`src/rtl/glyph_pkg.sv`:
```
// Shared constants, types and helpers for the glyph pixel renderer.
// The progress-bar defaults are only used when GLYPH_PROGRESS_BAR_EN is defined.
package glyph_pkg;

    localparam logic [9:0] H_ACTIVE = 10'd640;
    localparam logic [9:0] V_ACTIVE = 10'd480;
    localparam int         H_TOTAL  = 800;
    localparam int         V_TOTAL  = 525;
    localparam int         GLYPH_W  = 8;

    localparam logic [7:0] FG_DEFAULT  = 8'hFF;
    localparam logic [7:0] BG_DEFAULT  = 8'h00;
    localparam logic [7:0] BAR_DEFAULT = 8'h1C;

    localparam logic [9:0] BAR_Y0_DEFAULT   = 10'd464;
    localparam logic [9:0] BAR_H            = 10'd8;
    localparam logic [9:0] BAR_STEP_DEFAULT = 10'd10;

    typedef enum logic {
        BLANK = 1'b0,
        DRAW  = 1'b1
    } state_t;

    typedef struct packed {
        logic       act;
        logic [9:0] hcnt;
        logic [9:0] vcnt;
    } coord_t;

    function automatic logic in_active(input logic [9:0] h, input logic [9:0] v);
        return (h < H_ACTIVE) && (v < V_ACTIVE);
    endfunction

endpackage

```
`src/rtl/glyph_pixel_render_if.sv`:
```
// Raster/ROM inputs and DAC-side outputs of the glyph pixel renderer.
// master drives counters, ROM data and progress count; slave is the renderer.
interface glyph_pixel_render_if;
    logic [9:0] hcnt;
    logic [9:0] vcnt;
    logic [7:0] rom_data;
    logic [5:0] prg_cnt;
    logic [7:0] rgb;
    logic       pix_valid;
    logic [9:0] hcnt_o;
    logic [9:0] vcnt_o;

    modport master (
        output hcnt, vcnt, rom_data, prg_cnt,
        input  rgb, pix_valid, hcnt_o, vcnt_o
    );

    modport slave (
        input  hcnt, vcnt, rom_data, prg_cnt,
        output rgb, pix_valid, hcnt_o, vcnt_o
    );
endinterface

```
`src/rtl/glyph_delay_line.sv`:
```
// DEPTH-stage pipe of {act, hcnt, vcnt} that lines the raster position up
// with the glyph ROM read latency.
module glyph_delay_line
    import glyph_pkg::*;
#(
    parameter int DEPTH = 2
) (
    input  logic   clk,
    input  logic   rst,
    input  coord_t din,
    output coord_t dout
);

    coord_t pipe [DEPTH];

    always_ff @(posedge clk or negedge rst) begin
        if (!rst) begin
            for (int i = 0; i < DEPTH; i++) begin
                pipe[i] <= '0;
            end
        end else begin
            pipe[0] <= din;
            for (int i = 1; i < DEPTH; i++) begin
                pipe[i] <= pipe[i-1];
            end
        end
    end

    assign dout = pipe[DEPTH-1];

endmodule

```
`src/rtl/glyph_pixel_render.sv`:
```
// Serialises glyph ROM row words into one colour pixel per clock, blanking
// outside 640x480; progress-bar overlay compiled in with GLYPH_PROGRESS_BAR_EN.
//
//   state | meaning
//   BLANK | delayed position outside active area, shift register cleared
//   DRAW  | delayed position inside active area, pixels emitted
module glyph_pixel_render
    import glyph_pkg::*;
#(
    parameter int         ROM_LAT   = 2,
    parameter logic [7:0] FG_COLOR  = FG_DEFAULT,
    parameter logic [7:0] BG_COLOR  = BG_DEFAULT
`ifdef GLYPH_PROGRESS_BAR_EN
    ,
    parameter logic [7:0] BAR_COLOR = BAR_DEFAULT,
    parameter logic [9:0] BAR_Y0    = BAR_Y0_DEFAULT,
    parameter logic [9:0] BAR_STEP  = BAR_STEP_DEFAULT
`endif
) (
    input  logic                 clk,
    input  logic                 rst,
    glyph_pixel_render_if.slave  bus
);

    localparam int COL_BITS = $clog2(GLYPH_W);

    coord_t     din;
    coord_t     dd;
    state_t     state_q, state_d;
    logic [7:0] sr_q, sr_d;
    logic [7:0] rgb_q, rgb_d;
    logic       valid_q, valid_d;
    logic [9:0] hcnt_o_q, vcnt_o_q;
    logic       glyph_bit;
    logic       in_bar;
    logic       unused_sr_msb;

    assign din.act  = in_active(bus.hcnt, bus.vcnt);
    assign din.hcnt = bus.hcnt;
    assign din.vcnt = bus.vcnt;

    glyph_delay_line #(.DEPTH(ROM_LAT)) u_delay (
        .clk  (clk),
        .rst  (rst),
        .din  (din),
        .dout (dd)
    );

`ifdef GLYPH_PROGRESS_BAR_EN
    logic [9:0] bar_lim_q, bar_lim;

    // Bar length latched at the start of each delayed line so a prg_cnt
    // change mid-line only shows up on the following line.
    always_comb begin
        bar_lim = bar_lim_q;
        if (dd.hcnt == '0) begin
            bar_lim = {4'b0000, bus.prg_cnt} * BAR_STEP;
        end
    end

    always_ff @(posedge clk or negedge rst) begin
        if (!rst) begin
            bar_lim_q <= '0;
        end else begin
            bar_lim_q <= bar_lim;
        end
    end

    assign in_bar = (dd.vcnt >= BAR_Y0) && (dd.vcnt < BAR_Y0 + BAR_H) &&
                    (dd.hcnt < bar_lim);
`else
    logic [5:0] unused_prg;
    assign unused_prg = bus.prg_cnt;
    assign in_bar     = 1'b0;
`endif

    always_ff @(posedge clk or negedge rst) begin
        if (!rst) begin
            state_q <= BLANK;
        end else begin
            state_q <= state_d;
        end
    end

    always_comb begin
        state_d   = state_q;
        sr_d      = sr_q;
        glyph_bit = 1'b0;
        rgb_d     = BG_COLOR;
        valid_d   = 1'b0;

        unique case (state_q)
            BLANK: if (dd.act)  state_d = DRAW;
            DRAW:  if (!dd.act) state_d = BLANK;
            default:            state_d = BLANK;
        endcase

        if (state_d == DRAW) begin
            // Load cycle takes its bit straight from the ROM so column
            // boundaries have no bubble.
            if (dd.hcnt[COL_BITS-1:0] == '0) begin
                sr_d      = bus.rom_data;
                glyph_bit = bus.rom_data[7];
            end else begin
                sr_d      = {sr_q[6:0], 1'b0};
                glyph_bit = sr_q[6];
            end
            valid_d = 1'b1;
`ifdef GLYPH_PROGRESS_BAR_EN
            if (in_bar) begin
                rgb_d = BAR_COLOR;
            end else
`endif
            if (glyph_bit) begin
                rgb_d = FG_COLOR;
            end
        end else begin
            sr_d = '0;
        end
    end

    assign unused_sr_msb = sr_q[7] | in_bar;

    always_ff @(posedge clk or negedge rst) begin
        if (!rst) begin
            sr_q     <= '0;
            rgb_q    <= BG_COLOR;
            valid_q  <= 1'b0;
            hcnt_o_q <= '0;
            vcnt_o_q <= '0;
        end else begin
            sr_q     <= sr_d;
            rgb_q    <= rgb_d;
            valid_q  <= valid_d;
            hcnt_o_q <= dd.hcnt;
            vcnt_o_q <= dd.vcnt;
        end
    end

    assign bus.rgb       = rgb_q;
    assign bus.pix_valid = valid_q;
    assign bus.hcnt_o    = hcnt_o_q;
    assign bus.vcnt_o    = vcnt_o_q;

endmodule

```
`src/flat_wrapper.sv`:
```
// flat-port wrapper written by rule: the top's interface ports become plain ports
module glyph_pixel_render_flat import glyph_pkg::*;
#(
    parameter int         ROM_LAT   = 2,
    parameter logic [7:0] FG_COLOR  = FG_DEFAULT,
    parameter logic [7:0] BG_COLOR  = BG_DEFAULT

)
  (clk, rst, bus_hcnt, bus_vcnt, bus_rom_data, bus_prg_cnt, bus_rgb, bus_pix_valid, bus_hcnt_o, bus_vcnt_o);
  glyph_pixel_render_if bus_i ();
  input  logic clk;
  input  logic rst;
  input wire logic [$bits(bus_i.hcnt)-1:0] bus_hcnt;
  input wire logic [$bits(bus_i.vcnt)-1:0] bus_vcnt;
  input wire logic [$bits(bus_i.rom_data)-1:0] bus_rom_data;
  input wire logic [$bits(bus_i.prg_cnt)-1:0] bus_prg_cnt;
  output wire logic [$bits(bus_i.rgb)-1:0] bus_rgb;
  output wire logic [$bits(bus_i.pix_valid)-1:0] bus_pix_valid;
  output wire logic [$bits(bus_i.hcnt_o)-1:0] bus_hcnt_o;
  output wire logic [$bits(bus_i.vcnt_o)-1:0] bus_vcnt_o;
  assign bus_i.hcnt = bus_hcnt;
  assign bus_i.vcnt = bus_vcnt;
  assign bus_i.rom_data = bus_rom_data;
  assign bus_i.prg_cnt = bus_prg_cnt;
  assign bus_rgb = bus_i.rgb;
  assign bus_pix_valid = bus_i.pix_valid;
  assign bus_hcnt_o = bus_i.hcnt_o;
  assign bus_vcnt_o = bus_i.vcnt_o;
  glyph_pixel_render #(.ROM_LAT(ROM_LAT), .FG_COLOR(FG_COLOR), .BG_COLOR(BG_COLOR)) u_core (.clk(clk), .rst(rst), .bus(bus_i));
endmodule
```
`config.mk`:
```
export PLATFORM = sky130hd
export DESIGN_NAME = glyph_pixel_render_flat
export DESIGN_NICKNAME = d
export VERILOG_FILES = /design/src/rtl/glyph_pkg.sv /design/src/rtl/glyph_pixel_render_if.sv /design/src/rtl/glyph_delay_line.sv /design/src/rtl/glyph_pixel_render.sv /design/src/flat_wrapper.sv
export SDC_FILE = /design/constraint.sdc
export NUM_CORES = 1
export LEC_CHECK = 0
export CORE_MARGIN = 5
export CORE_UTILIZATION = 44
export DETAILED_ROUTE_END_ITERATION = 10
export HOLD_SLACK_MARGIN = 0.02
export PLACE_DENSITY = 0.86
export SETUP_SLACK_MARGIN = 0.3
export SLEW_MARGIN = 20
export SYNTH_ARGS = -nofsm -noshare
export SYNTH_HDL_FRONTEND = slang
export SYNTH_SLANG_ARGS = --single-unit
export TNS_END_PERCENT = 20
```
`constraint.sdc`:
```
create_clock -name clk -period 1.47 [get_ports clk]
set_input_delay 0.294 -clock clk [delete_from_list [all_inputs] [get_ports clk]]
set_output_delay 0.294 -clock clk [all_outputs]
set_load 0.02 [all_outputs]
```
==> qor.txt, run 1 <==
Die Height = 77.4 um
Die Area = 0.00599 mm^2
Clk_lat worst skew = 320 ps
PortBufs = 58
First-pass iteration count of the detailed router = 4
Clk slew on worst S/H paths = 70 ps
Commonest non-fill, non-tap cell in the layout = dfrtp_1
Peak supply drop = 923 uV
Yosys warnings = 0
WL/cell = 13.7 um
Period utilisation layout = 0.840
Largest net degree at the start of global routing = 72
Highest clock rate = 810 MHz
Hold/Removal Path Class = reg -> reg
CP startpoint kind = flop
Finished Cell Area = 0.00279 mm^2
Clk sinks = 71
# fillers = 305
Cell area after synthesis = 0.00200 mm^2
Pins over their slew limit = 0
Power Density = 1350 mW/mm^2
Yosys top cell area share = 0.889
Setup-failing EPs final = 0
Slew HR = 0.711
Tot GR Track Use = 0.112
Slew @ Worst Pin = 434 ps
Pleak = 0.00127 uW
Synth cell types = 10
Drt via density = 4.40
Hold_sp = u_core.u_delay.dout[17]
Aggregate global routing overflow = 0
CTS tree = built
Drt first-iter violations = 37
Worst hold margin = 347 ps
Synth Register Bits = 71
Register area share after synthesis = 0.889
Max_cap viols = 0
DRC violations left = 0
Clk_skew = 3.50 ps
Post-layout power = 3770 uW
RSZ-0062 raised after global routing = yes
Cell family with most CP delay = flip-flops
RR Startpoint = u_core.u_delay.dout[10]
RePlAce Congestion = 0.685
WHS Endpoint = u_core.bus.hcnt_o[7]
Slowest CP cell = dfrtp_2
CP Max Fanout = 8
H-tree levels = 3
Crit path arrival time = 940 ps
Core footprint = 0.00438 mm^2
Post-layout min period = 1230 ps
Hold Path Stages = 0
Final core occ = 0.635
Starting density of the core = 0.456
Post-DRT Antenna Nets = 0
CTS Buffer Depth = 2
Slowest cell delay on critical path = 440 ps
FF-to-FF End = u_core.bus.rgb[6]
Worst reg-to-reg path cell count = 3
Placed cell areas = 0.00260 mm^2
Vias = 994
CTS root buf = clkbuf_8
Area leader, netlist = dfrtp_1
Vias in the first global route = 1115
Crit-path cells = buf_2
Commonest non-fill, non-tap cells in the layout = dfrtp_1 (70), clkdlybuf4s50_1 (28), nand2_1 (14), buf_2 (12), clkdlybuf4s15_2 (12)
Syn_area_per_cell = 19.0 um^2
Worst path bufs/invs = 1
Area delta synth->final = 39.3%
Chip Width = 77.4 um
First-pass GRT wire length = 5090 um
Mapped Cells = 105
WL final = 3100 um
Critical path class = reg -> out
IO Count = 65
Area contributors post-synth = dfrtp_1 (89%), mux2i_1 (3.5%), buf_4 (2.6%), nand2_1 (2.6%), nor3_4 (0.81%)
R2R Setup Slk = 390 ps
Nets = 205
Status = finished clean
Row count = 24
Initial antenna violation count = 0
CTS buffer count = 9
Worst path required time = 1180 ps
Total Neg Setup Slack = 0 ps
Share of cells above drive strength 1 = 0.270
N_diodes = 0
Post-Syn Nets = 141
Final Hold Viols = 0
Crit path capture type = output port
## per-layer routing
layer | vias up | global-route usage | wire (um)
met3 | 4 | 0.0741 | 390
met4 | 0 | 0.0515 | 34
met5 | - | 0 | 0
li1 | 455 | - | -
met2 | 50 | 0.178 | 1520
met1 | 485 | 0.114 | 1160
## per-stage QoR
stage	worst slack (ps)	instances
after floorplan	408	105
after global placement	124	208
after detailed placement	101	208
after CTS	203	225
after global routing	185	226
final	235	226
## cells by family after synthesis
| group | share of synthesized area |
|---|---|
| AO/OA/AOI/OAI | 0.00250 |
| buffers and inverters | 0.0288 |
| AND/OR/NAND/NOR | 0.0451 |
| flip-flops | 0.889 |
| multiplexers | 0.0350 |
## cell usage after synthesis (all sizes together)
library cell / number
nor3: 1
dfrtp: 71
buf: 8
mux2i: 7
nand4: 1
and3: 1
nand2: 14
o21ai: 1
and3b: 1
## report_power, final
part	switching, uW	internal (uW)	leakage, uW
registers	36.3	2050	0.000847
logic	116	127	0.000331
clock network	619	829	0.0000936
## worst max-delay path by stage
stage                                        from                 to  cells past startpoint
final                           u_core.bus.rgb[6]         bus_rgb[2]                      1
after global routing            u_core.bus.rgb[6]         bus_rgb[0]                      1
after CTS                    u_core.bus.vcnt_o[1]      bus_vcnt_o[1]                      1
after detailed placement        u_core.bus.rgb[6]         bus_rgb[2]                      1
after global placement          u_core.bus.rgb[6]         bus_rgb[2]                      1
after floorplan           u_core.u_delay.dout[12]  u_core.bus.rgb[6]                      2
## sequential cells by signal, summed over array words and instances, names as in the netlist
name,flops
u_core.u_delay.pipe,21
u_core.u_delay.dout,21
u_core.bus.hcnt_o,10
u_core.bus.rgb,1
u_core.sr_q,7
u_core.bus.pix_valid,1
u_core.bus.vcnt_o,10
## area by class of cell
cell class	count	area, um^2	share of cell area
Multi-Input combinational cell	26	165	0.0593
Sequential cell	71	1780	0.638
Clock buffer	13	149	0.0535
Tap cell	52	65.1	0.0234
Clock inverter	3	42.5	0.0153
Timing Repair Buffer	61	586	0.210
## worst reg2reg max path: cells and delay by family, from the launching register on
family                 cells  cell delay (ps)
muxes                      1              200
buffers and inverters      1              160
DFF                        1              410
and+or+nand+nor            1              230
## timing repair
item / 4_1_cts / 5_1_grt
resized for setup: 106 / 9
endpoints found under the setup margin: 36 / 37
setup buffers: 0 / 1
pin swaps: 0 / 1
hold buffers: 1 / 0
hold endpoints to repair: 71 / 0
Power figures use the tool's default switching activity.
==> run 2, diff against run 1 <==
--- a/config.mk
+++ b/config.mk
@@ -6,10 +6,10 @@
 export NUM_CORES = 1
 export LEC_CHECK = 0
 export CORE_MARGIN = 5
-export CORE_UTILIZATION = 44
+export CORE_UTILIZATION = 40
 export DETAILED_ROUTE_END_ITERATION = 10
 export HOLD_SLACK_MARGIN = 0.02
-export PLACE_DENSITY = 0.86
+export PLACE_DENSITY = 0.83
 export SETUP_SLACK_MARGIN = 0.3
 export SLEW_MARGIN = 20
 export SYNTH_ARGS = -nofsm -noshare
==> constraint.sdc (replaced) <==
create_clock -name clk -period 1.05 [get_ports clk]
set_input_delay 0.21 -clock clk [delete_from_list [all_inputs] [get_ports clk]]
set_output_delay 0.21 -clock clk [all_outputs]
set_load 0.02 [all_outputs]
==> run 2 against run 1 <==
Compared with the run above:
- the flow now finishes with violations (negative setup slack)
- clock-buffer cell count down 2
- design area increased by 0.85%
- clock power is 74% higher
- combinational power grew 40%
- global-route usage is 0.58 points higher
- first-iteration DRC count up 32%
- critical path type unchanged
==> qor.txt, run 2 (same netlist as run 1, synthesis figures left out) <==
HPWL after detailed placement = 2290 um
Worst path required time = 840 ps
Crit path arrival time = 930 ps
Die Height = 80.7 um
Hold/Removal Path Class = in -> reg
Pins over their slew limit = 0
CTS tree = built
Commonest non-fill, non-tap cells in the layout = dfrtp_1 (69), clkdlybuf4s50_1 (26), buf_2 (25), nand2_1 (14), clkbuf_8 (9)
Highest clock rate = 878 MHz
Dpl ws = -246 ps
Critical path class = reg -> out
N_diodes = 0
RSZ-0062 raised after global routing = yes
Sequential Area = 0.00178 mm^2
CTS buffer count = 9
Clk sinks = 71
Cell family with most CP delay = flip-flops
Setup-failing EPs final = 22
Crit-path cells = buf_2
Slew HR = 0.730
CP startpoint kind = flop
Drt first-iter violations = 49
Crit path capture type = output port
Nets = 207
Vias = 1011
CTS root buf = clkbuf_8
WL/cell = 14.0 um
CP Max Fanout = 8
Worst path bufs/invs = 1
Initial antenna violation count = 0
CTS Buffer Depth = 2
Period utilisation layout = 1.08
Chip Width = 80.7 um
Hold Path Stages = 1
Core footprint = 0.00479 mm^2
Status = finished with violations
Pleak = 0.00131 uW
RR Startpoint = u_core.u_delay.dout[10]
Starting density of the core = 0.418
PortBufs = 58
Tot GR Track Use = 0.118
Hold_sp = bus_vcnt[6]
Peak supply drop = 1420 uV
Footprint of the multi-input gates = 165 um^2
Max_cap viols = 0
RePlAce Congestion = 0.659
FF-to-FF End = u_core.sr_q[2]
First-pass iteration count of the detailed router = 4
DRC violations left = 0
Power Density = 2060 mW/mm^2
Post-DRT Antenna Nets = 0
R2R Setup Slk = -30 ps
WL final = 3400 um
Clk_skew = 5.02 ps
Slowest CP cell = dfrtp_2
Clk slew on worst S/H paths = 70 ps
Row count = 25
H-tree levels = 3
Drt via density = 4.16
Failing checks = negative setup slack
Final Hold Viols = 0
Commonest non-fill, non-tap cell in the layout = dfrtp_1
Clk_lat worst skew = 330 ps
Area delta synth->final = 40.5%
WHS Endpoint = u_core.u_delay.pipe[27]
Slew @ Worst Pin = 403 ps
Total Neg Setup Slack = -816 ps
Slowest cell delay on critical path = 440 ps
IO Count = 65
Share of cells above drive strength 1 = 0.284
Post-layout min period = 1140 ps
Vias in the first global route = 1152
Worst reg-to-reg path cell count = 3
First-pass GRT wire length = 5510 um
Die Area = 0.00651 mm^2
Aggregate global routing overflow = 0
PnR worst setup slack = -89.2 ps
# fillers = 368
Largest net degree at the start of global routing = 36
## run 2: cell count changes in the layout (fill, tap and decap cells not counted), sizes merged, moves of 2 or more
cell           change
buf               +13
clkdlybuf4s15     -12
bufinv             +2
clkbuf             -2
clkdlybuf4s50      -2
## run 2: worst max path at each step
stage | start | to | cells past startpoint
floorplan | u_core.u_delay.dout[12] | u_core.bus.rgb[6] | 2
global placement | u_core.bus.rgb[6] | bus_rgb[4] | 1
detailed placement | u_core.bus.rgb[6] | bus_rgb[4] | 1
CTS | u_core.bus.rgb[6] | bus_rgb[4] | 1
global route | u_core.bus.rgb[6] | bus_rgb[4] | 1
finish | u_core.bus.rgb[6] | bus_rgb[4] | 1
## run 2: stage by stage
stage / cell area (um^2) / util / instances / total power [uW] / hold WS, ps
floorplan: 2000 / - / 105 / 3050 / -85.6
global placement: 2660 / 0.556 / 225 / 3320 / 100
detailed placement: 2660 / 0.556 / 225 / 3340 / 109
CTS: 2790 / 0.582 / 243 / 5870 / 142
global route: 2810 / 0.587 / 243 / 6040 / 27.8
finish: 2810 / 0.587 / 243 / 5780 / 43.7
## run 2: final cells by class
cell class	count	share of cell area
flip-flops and latches	71	0.633
well taps	67	0.0298
repair buffers	63	0.193
clock buffers	11	0.0468
clock inverters	5	0.0379
multi-input cells	26	0.0588
## run 2: where the power goes
part	internal, uW	leakage [uW]	switching [uW]
registers	2860	0.000845	51.2
logic	172	0.000350	167
clock network	1580	0.000114	946
total	4620	0.00131	1160
## run 2: metal layers
| layer | track usage | wire, um |
|---|---|---|
| met5 | 0 | 0 |
| met4 | 0.0659 | 46 |
| met3 | 0.0650 | 382 |
| met2 | 0.183 | 1700 |
| met1 | 0.128 | 1260 |
## run 2: timing repair
item                                    CTS  global route
hold endpoints to repair                  9             0
resized for setup                       122             8
hold buffers                              2             0
endpoints found under the setup margin   38            39
buffers inserted                          0             0
pin swaps                                 1             0
cloned                                    0             0
